`src/rtl/control_unit.sv`:
```
// Microsequencer for a small LC-3 style datapath: fetch/decode/execute FSM whose
// control outputs are a pure decode of the current state (plus memory ready).
module control_unit #(
    parameter bit HALT_ON_ILLEGAL = 1'b1
) (
    input  logic        i_CLK,
    input  logic        i_RST_N,
    input  logic [15:0] i_IR,
    input  logic [2:0]  i_NZP,
    input  logic        i_MEM_R,
    output logic        o_LD_MAR,
    output logic        o_LD_MDR,
    output logic        o_LD_IR,
    output logic        o_LD_PC,
    output logic        o_LD_REG,
    output logic        o_LD_CC,
    output logic        o_GatePC,
    output logic        o_GateMDR,
    output logic        o_GateALU,
    output logic        o_GateMARMUX,
    output logic [1:0]  o_PCMUX,
    output logic        o_ADDR1MUX,
    output logic [1:0]  o_ADDR2MUX,
    output logic [1:0]  o_ALUK,
    output logic [1:0]  o_SR1MUX,
    output logic [1:0]  o_DRMUX,
    output logic        o_MIO_EN,
    output logic        o_R_W,
    output logic        o_HALT,
    output logic [5:0]  o_STATE
);

    localparam logic [5:0] S0      = 6'd0;
    localparam logic [5:0] S1      = 6'd1;
    localparam logic [5:0] S2      = 6'd2;
    localparam logic [5:0] S3      = 6'd3;
    localparam logic [5:0] S5      = 6'd5;
    localparam logic [5:0] S9      = 6'd9;
    localparam logic [5:0] S12     = 6'd12;
    localparam logic [5:0] S14     = 6'd14;
    localparam logic [5:0] S16     = 6'd16;
    localparam logic [5:0] S18     = 6'd18;
    localparam logic [5:0] S22     = 6'd22;
    localparam logic [5:0] S23     = 6'd23;
    localparam logic [5:0] S25     = 6'd25;
    localparam logic [5:0] S27     = 6'd27;
    localparam logic [5:0] S32     = 6'd32;
    localparam logic [5:0] S33     = 6'd33;
    localparam logic [5:0] S35     = 6'd35;
    localparam logic [5:0] ST_HALT = 6'd63;

    logic [5:0] state;
    logic [5:0] next_state;
    logic       ben;
    logic       unused_ir_bits;

    // Only the opcode and the branch condition field steer sequencing.
    assign unused_ir_bits = ^i_IR[8:0];

    always_ff @(posedge i_CLK) begin
        if (!i_RST_N) begin
            state <= S18;
            ben   <= 1'b0;
        end else begin
            state <= next_state;
            if (state == S32) begin
                ben <= |(i_IR[11:9] & i_NZP);
            end
        end
    end

    always_comb begin
        next_state = state;
        case (state)
            S18:                          next_state = S33;
            S33:                          next_state = i_MEM_R ? S35 : S33;
            S35:                          next_state = S32;
            S32: begin
                case (i_IR[15:12])
                    4'b0001: next_state = S1;
                    4'b0101: next_state = S5;
                    4'b1001: next_state = S9;
                    4'b1110: next_state = S14;
                    4'b0000: next_state = S0;
                    4'b1100: next_state = S12;
                    4'b0010: next_state = S2;
                    4'b0011: next_state = S3;
                    default: next_state = HALT_ON_ILLEGAL ? ST_HALT : S18;
                endcase
            end
            S1, S5, S9, S14, S22, S12, S27: next_state = S18;
            S0:                           next_state = ben ? S22 : S18;
            S2:                           next_state = S25;
            S3:                           next_state = S23;
            S25:                          next_state = i_MEM_R ? S27 : S25;
            S23:                          next_state = S16;
            S16:                          next_state = i_MEM_R ? S18 : S16;
            ST_HALT:                      next_state = ST_HALT;
            default:                      next_state = S18;
        endcase
    end

    // Reset gates every output low combinationally, so an in-flight access drops at once.
    always_comb begin
        o_LD_MAR     = 1'b0;
        o_LD_MDR     = 1'b0;
        o_LD_IR      = 1'b0;
        o_LD_PC      = 1'b0;
        o_LD_REG     = 1'b0;
        o_LD_CC      = 1'b0;
        o_GatePC     = 1'b0;
        o_GateMDR    = 1'b0;
        o_GateALU    = 1'b0;
        o_GateMARMUX = 1'b0;
        o_PCMUX      = 2'b00;
        o_ADDR1MUX   = 1'b0;
        o_ADDR2MUX   = 2'b00;
        o_ALUK       = 2'b00;
        o_SR1MUX     = 2'b00;
        o_DRMUX      = 2'b00;
        o_MIO_EN     = 1'b0;
        o_R_W        = 1'b0;
        o_HALT       = 1'b0;
        o_STATE      = 6'd0;
        if (i_RST_N) begin
            o_STATE = state;
            case (state)
                S18: begin
                    o_GatePC = 1'b1;
                    o_LD_MAR = 1'b1;
                    o_LD_PC  = 1'b1;
                end
                S33, S25: begin
                    o_MIO_EN = 1'b1;
                    o_LD_MDR = i_MEM_R;
                end
                S35: begin
                    o_GateMDR = 1'b1;
                    o_LD_IR   = 1'b1;
                end
                S1, S5, S9: begin
                    o_SR1MUX  = 2'b01;
                    o_ALUK    = (state == S1) ? 2'b00 : ((state == S5) ? 2'b01 : 2'b10);
                    o_GateALU = 1'b1;
                    o_LD_REG  = 1'b1;
                    o_LD_CC   = 1'b1;
                end
                S14: begin
                    o_ADDR2MUX   = 2'b10;
                    o_GateMARMUX = 1'b1;
                    o_LD_REG     = 1'b1;
                end
                S22: begin
                    o_ADDR2MUX = 2'b10;
                    o_PCMUX    = 2'b10;
                    o_LD_PC    = 1'b1;
                end
                S12: begin
                    o_SR1MUX   = 2'b01;
                    o_ADDR1MUX = 1'b1;
                    o_PCMUX    = 2'b10;
                    o_LD_PC    = 1'b1;
                end
                S2, S3: begin
                    o_ADDR2MUX   = 2'b10;
                    o_GateMARMUX = 1'b1;
                    o_LD_MAR     = 1'b1;
                end
                S27: begin
                    o_GateMDR = 1'b1;
                    o_LD_REG  = 1'b1;
                    o_LD_CC   = 1'b1;
                end
                S23: begin
                    o_ALUK    = 2'b11;
                    o_GateALU = 1'b1;
                    o_LD_MDR  = 1'b1;
                end
                S16: begin
                    o_MIO_EN = 1'b1;
                    o_R_W    = 1'b1;
                end
                ST_HALT: o_HALT = 1'b1;
                default: ;
            endcase
        end
    end

endmodule

```
`config.mk`:
```
export PLATFORM = sky130hd
export DESIGN_NAME = control_unit
export DESIGN_NICKNAME = d
export VERILOG_FILES = /design/src/rtl/control_unit.sv
export SDC_FILE = /design/constraint.sdc
export NUM_CORES = 1
export LEC_CHECK = 0
export CAP_MARGIN = 30
export CORE_ASPECT_RATIO = 0.75
export CORE_MARGIN = 1
export CORE_UTILIZATION = 36
export CTS_CLUSTER_DIAMETER = 60
export DETAILED_ROUTE_END_ITERATION = 10
export PLACE_DENSITY = 0.77
export SETUP_SLACK_MARGIN = 0.1
export SLEW_MARGIN = 0
export SYNTH_ARGS = -nofsm -noshare
export SYNTH_HDL_FRONTEND = slang
export SYNTH_SLANG_ARGS = --single-unit
```
`constraint.sdc`:
```
create_clock -name i_CLK -period 1.5 [get_ports i_CLK]
set_input_delay 0.15 -clock i_CLK [delete_from_list [all_inputs] [get_ports i_CLK]]
set_output_delay 0.15 -clock i_CLK [all_outputs]
set_load 0.005 [all_outputs]
```
==> metrics.cfg, run 1 <==
[run_status]
status=stopped before the end
haltStage=5_1_grt
error=[ERROR GRT-0232] Routing congestion too high. Check the congestion heatmap in the GUI.

[synthesis]
netlist.area_leader.share_pct=13.9
async_reset_ff_share_pct=0
synthTopCellsByArea=dfxtp_1, nor2_1, nand2_1, a21oi_1, buf_4
synth_cell_types=45
ys.warnings.count=0
netlist_instances=152
synth_top_area_cell=dfxtp_1
postSynthAreaPerCell_sq_um=6.65
seq_area_frac_synth_pct=13.9
ys.flop_type=dfxtp_1
syn_area_sq_um=1010
synth-seq-cells=7
synth_edf_count=0

[clock_network]
hold_buffers=0
ctsHtreeMaxLevel=1
cts_made_buffers=3
cts_root_buffer=clkbuf_8
cts_buffer_depth=2
numClockSinks=7

[timing]
postGrtWorstEndpoint=state[4]$_SDFF_PN1_/D
worst-ep-kind=sequential cell input

[place]
dpl.hpwl_mm=3.06
dpl_cell_area_sq_um=1740
port_buffers=37
gp_congestion=0.943
pre_cts_ws_ns=-0.560

[global_route]
track_usage_pct=72.3
gr-total-overflow=48
grt_max_degree=14

[die]
die_width_um=63.2
io_pins=52
num_rows=16
start_util_pct=38.3
die_h_um=47.9

repair_timing:
item / in CTS
endpoints found under the setup margin: 32
resized for setup: 186
setup buffers: 33
gates cloned: 0
pin swaps: 33
layer usage:
layer / overflow / global-route usage [%]
met5: 0 / 0
met1: 0 / 70.5
met4: 25 / 96.8
met2: 23 / 98.9
met3: 0 / 43.8
cells in the mapped netlist, types with 2 or more instances:
cell type / number
a211oi_1: 2
a21oi_1: 10
a22oi_1: 2
a31oi_1: 3
and2_1: 5
and3_1: 2
and4_1: 2
buf_2: 4
buf_4: 6
buf_6: 2
clkbuf_1: 5
dfxtp_1: 7
inv_1: 5
mux2i_1: 2
nand2_1: 14
nand2b_1: 4
nand3_1: 6
nand3b_1: 3
nand4_1: 4
nor2_1: 22
nor2b_1: 5
nor3_1: 5
nor3b_1: 2
o21ai_0: 6
o32ai_1: 2
xnor2_1: 2
xor2_1: 2
kinds of logic after synthesis:
family | share of synthesized area, %
flip-flops | 13.9
XOR/XNOR | 3.47
AO/OA/AOI/OAI | 22.6
other | 0.371
AND/OR/NAND/NOR | 44.2
multiplexers | 3.09
buffers and inverters | 12.4
through the flow:
| step | instances | setup TNS (ns) | utilization (%) |
|---|---|---|---|
| after CTS | 300 | -2.41 | 89.7 |
| after detailed placement | 264 | -11.71 | 66.0 |
| after global placement | 264 | -10.49 | 66.0 |
| after floorplan | 156 | -0.108 | - |
==> inputs of run 2 (changes only) <==
==> config.mk (replaced) <==
export PLATFORM = sky130hd
export DESIGN_NAME = control_unit
export DESIGN_NICKNAME = d
export VERILOG_FILES = /design/src/rtl/control_unit.sv
export SDC_FILE = /design/constraint.sdc
export NUM_CORES = 1
export LEC_CHECK = 0
export CAP_MARGIN = 30
export CORE_AREA = 2 2 63 65
export DETAILED_ROUTE_END_ITERATION = 10
export DIE_AREA = 0 0 65 67
export PLACE_DENSITY_LB_ADDON = 0.15
export SLEW_MARGIN = 0
export SYNTH_ARGS = -nofsm -noshare
export SYNTH_HDL_FRONTEND = slang
export SYNTH_SLANG_ARGS = --single-unit
==> constraint.sdc (replaced) <==
create_clock -name i_CLK -period 2 [get_ports i_CLK]
set_input_delay 0.2 -clock i_CLK [delete_from_list [all_inputs] [get_ports i_CLK]]
set_output_delay 0.2 -clock i_CLK [all_outputs]
set_load 0.005 [all_outputs]
==> run 2 against run 1 <==
  * The flow now finishes, with violations (setup timing)
  * Area after synthesis unchanged
  * Synthesized cell count did not move
==> metrics.cfg, run 2 <==
[run_status]
status=complete, but fails checks
violations=setup timing

[final_layout]
diodes=0
layout_common_cells=buf_4, clkdlybuf4s50_1, nor2_1
syn_to_final_growth_pct=77.2
nNetsFinal=247
top_register=state
final_common_cell=buf_4
reg_top3=state (6), ben (1)
layout-drive-gt1-share_pct=30.8
instances_no_fill=272
largest_reg_flops=6

[clock_network]
numClockSinks=7  ; unchanged
clkLatencyLatePin_ns=0.22
path_clk_slew_ns=0.04
ctsHtreeMaxLevel=1  ; unchanged
cts_buffer_depth=2  ; unchanged
hold_buffers=0  ; unchanged
cts_made_buffers=3  ; unchanged
cts_tree=built
cts_root_buffer=clkbuf_8

[worst_setup_path]
worstPathMaxFanout=6
worstPathArrival_ns=1.80
r2r_slack_ns=0.19
path_cells=nand2b_1 -> or3_1 -> o21ai_1 -> and3_1 -> clkdlybuf4s50_1
cp_top_family=simple AND/OR/NAND/NOR gates
r2r_end=state[4]
timing.rr.start=state[5]
slowest_stage=clkdlybuf4s50_1
path_depth=5
endpoint_kind=primary output
start_kind=register
reg2reg_depth=6
critical_path_buf_inv_count=1
cp_data_required_time_ns=1.80
max_stage_delay_ns=0.49
crit_type=reg -> out

[power_and_ir_drop]
power.share.combinational_pct=70.5
power.switching_uw=675
seq_power_share_pct=17.4
power.leakage_nw=0.821
ir_worst_vdd_v=0.000338
clock_power_share_pct=12.1
swShare_pct=41.8
power.internal_uw=939
power.density_nw_per_um2=901

[place]
pre_cts_ws_ns=-0.109  ; +0.451 ns
gp_congestion=0.892  ; -5.3%
dpl.hpwl_mm=2.78  ; -9.4%
port_buffers=37  ; unchanged
placed_cells=265  ; +0.38%

[drt]
vias_per_cell=5.01
ant_nets=0
vias=1364
drc=0
drt_pass1_iterations=4
routedWlPerCell_um=12.8
drt_iter0_drc=65
drt-total-wl_mm=3.48

[synthesis]
syn_area_sq_um=1010  ; unchanged
netlist_instances=152  ; unchanged
async_reset_ff_share_pct=0  ; unchanged
yosysMostFrequentCell=nor2_1
synth_cell_types=45  ; unchanged
synth-seq-cells=7  ; unchanged
netlist.area_leader.share_pct=13.9  ; unchanged
synth_edf_count=0  ; unchanged
synth_commonest_cells=nor2_1, nand2_1, a21oi_1
postSynthAreaPerCell_sq_um=6.65  ; unchanged
synth_top_area_cell=dfxtp_1
synthTopCellsByArea=dfxtp_1, nor2_1, nand2_1, a21oi_1, buf_4
ys.flop_type=dfxtp_1
ys.warnings.count=0  ; unchanged
seq_area_frac_synth_pct=13.9  ; unchanged

[die]
start_util_pct=28.0  ; -10 points
die_width_um=65  ; +2.9%
core_sq_um=3610
design.die.area_sq_um=4360
io_pins=52  ; unchanged
die_h_um=67  ; +40%
num_rows=22  ; +6

[timing]
period_share_pct=100
post-route-min-period_ns=2.00
slew_viol_final=0
rsz0062_at_grt=true
clock_skew_ns=0.000582
finalHoldViolCount=0
worst_slack_ns=-0.00256
fmax_ghz=0.499
setup_viol=1

[worst_hold_path]
hp-start=ben
holdPathStages=2
hp-class=reg -> reg
min_delay_worst_endpoint=state[2]

[flow_run]
maxCapViolCount=0

[global_route]
busiest_layer=met2
grtUsageMet2_pct=28.0
antenna_found_initial=0
grt_pass1_vias=1232
grt_pass1_wl_mm=5.61
met3_usage_pct=1.86
grt_max_degree=15
track_usage_pct=16.0
use_met1_pct=21.5
gr-total-overflow=0

## run 2: kinds of logic (layout without fill, tap and decap cells)
logic type | count (synthesis) | after routing | synth area share, %
AOI/OAI and AO/OA | 34 | 34 | 22.6
xor gates and xnor gates | 4 | 4 | 3.47
buffers and inverters | 22 | 90 | 12.4
DFF | 7 | 7 | 13.9
muxes | 3 | 3 | 3.09
other | 1 | 5 | 0.371
and+or+nand+nor | 81 | 81 | 44.2
## run 2: through the flow
stage	instance area, sq um	power [mW]	hold WS, ns	utilization, %	TNS, ns
4_1_cts	1730	1.56	0.509	48.1	-0.0459
2_1_floorplan	1030	0.816	0.349	-	0
3_5_place_dp	1660	1.34	0.494	46.0	-0.476
5_1_grt	1790	1.73	0.517	49.7	-0.0876
3_3_place_gp	1660	1.33	0.489	46.0	-0.365
6_report	1790	1.61	0.503	49.7	-0.00256
## run 2: worst min-delay path, stage by stage (launching register included)
cell and delay (ns):
dfxtp_1 0.32, a211oi_1 0.07, nor2_1 0.07
## run 2: worst max-delay path by stage
stage               startpoint  endpoint  slack, ns
floorplan             state[2]  state[4]       0.34
detailed placement     i_RST_N   o_LD_PC      -0.11
global placement       i_RST_N   o_LD_PC      -0.07
finish                state[5]  o_MIO_EN     -0.003
global route          state[4]  o_MIO_EN      -0.08
CTS                   state[4]  o_MIO_EN      -0.05
## run 2: layout make-up
class	instances	area (sq um)
fill	381	1810
multi-input combinational	127	796
timing repair buffer	81	717
sequential	7	155
tap	48	60.1
clock buffer	4	45.0
inverter	5	18.8
## run 2: timing repair
action / in CTS / in global routing
endpoints found under the setup margin: 19 / 12
resized for setup: 18 / 16
buffers inserted: 1 / 2
pin swaps: 1 / 2
## run 2: power groups by stage
stage | sequential (mW) | clock, mW | combinational (mW)
global route | 0.287 | 0.213 | 1.24
floorplan | 0.209 | 0 | 0.608
global placement | 0.264 | 0 | 1.07
finish | 0.281 | 0.195 | 1.14
CTS | 0.269 | 0.201 | 1.09
detailed placement | 0.263 | 0 | 1.08
## run 2: layer usage
| metal | wire length (um) | vias to the layer above | part of all wire, % |
|---|---|---|---|
| met2 | 1600 | 58 | 46 |
| met4 | 17 | 0 | 0.49 |
| met3 | 236 | 2 | 6.8 |
| li1 | - | 673 | - |
| met1 | 1620 | 631 | 47 |
| met5 | 0 | - | 0 |
No activity file was read; power rests on OpenSTA's default activity.
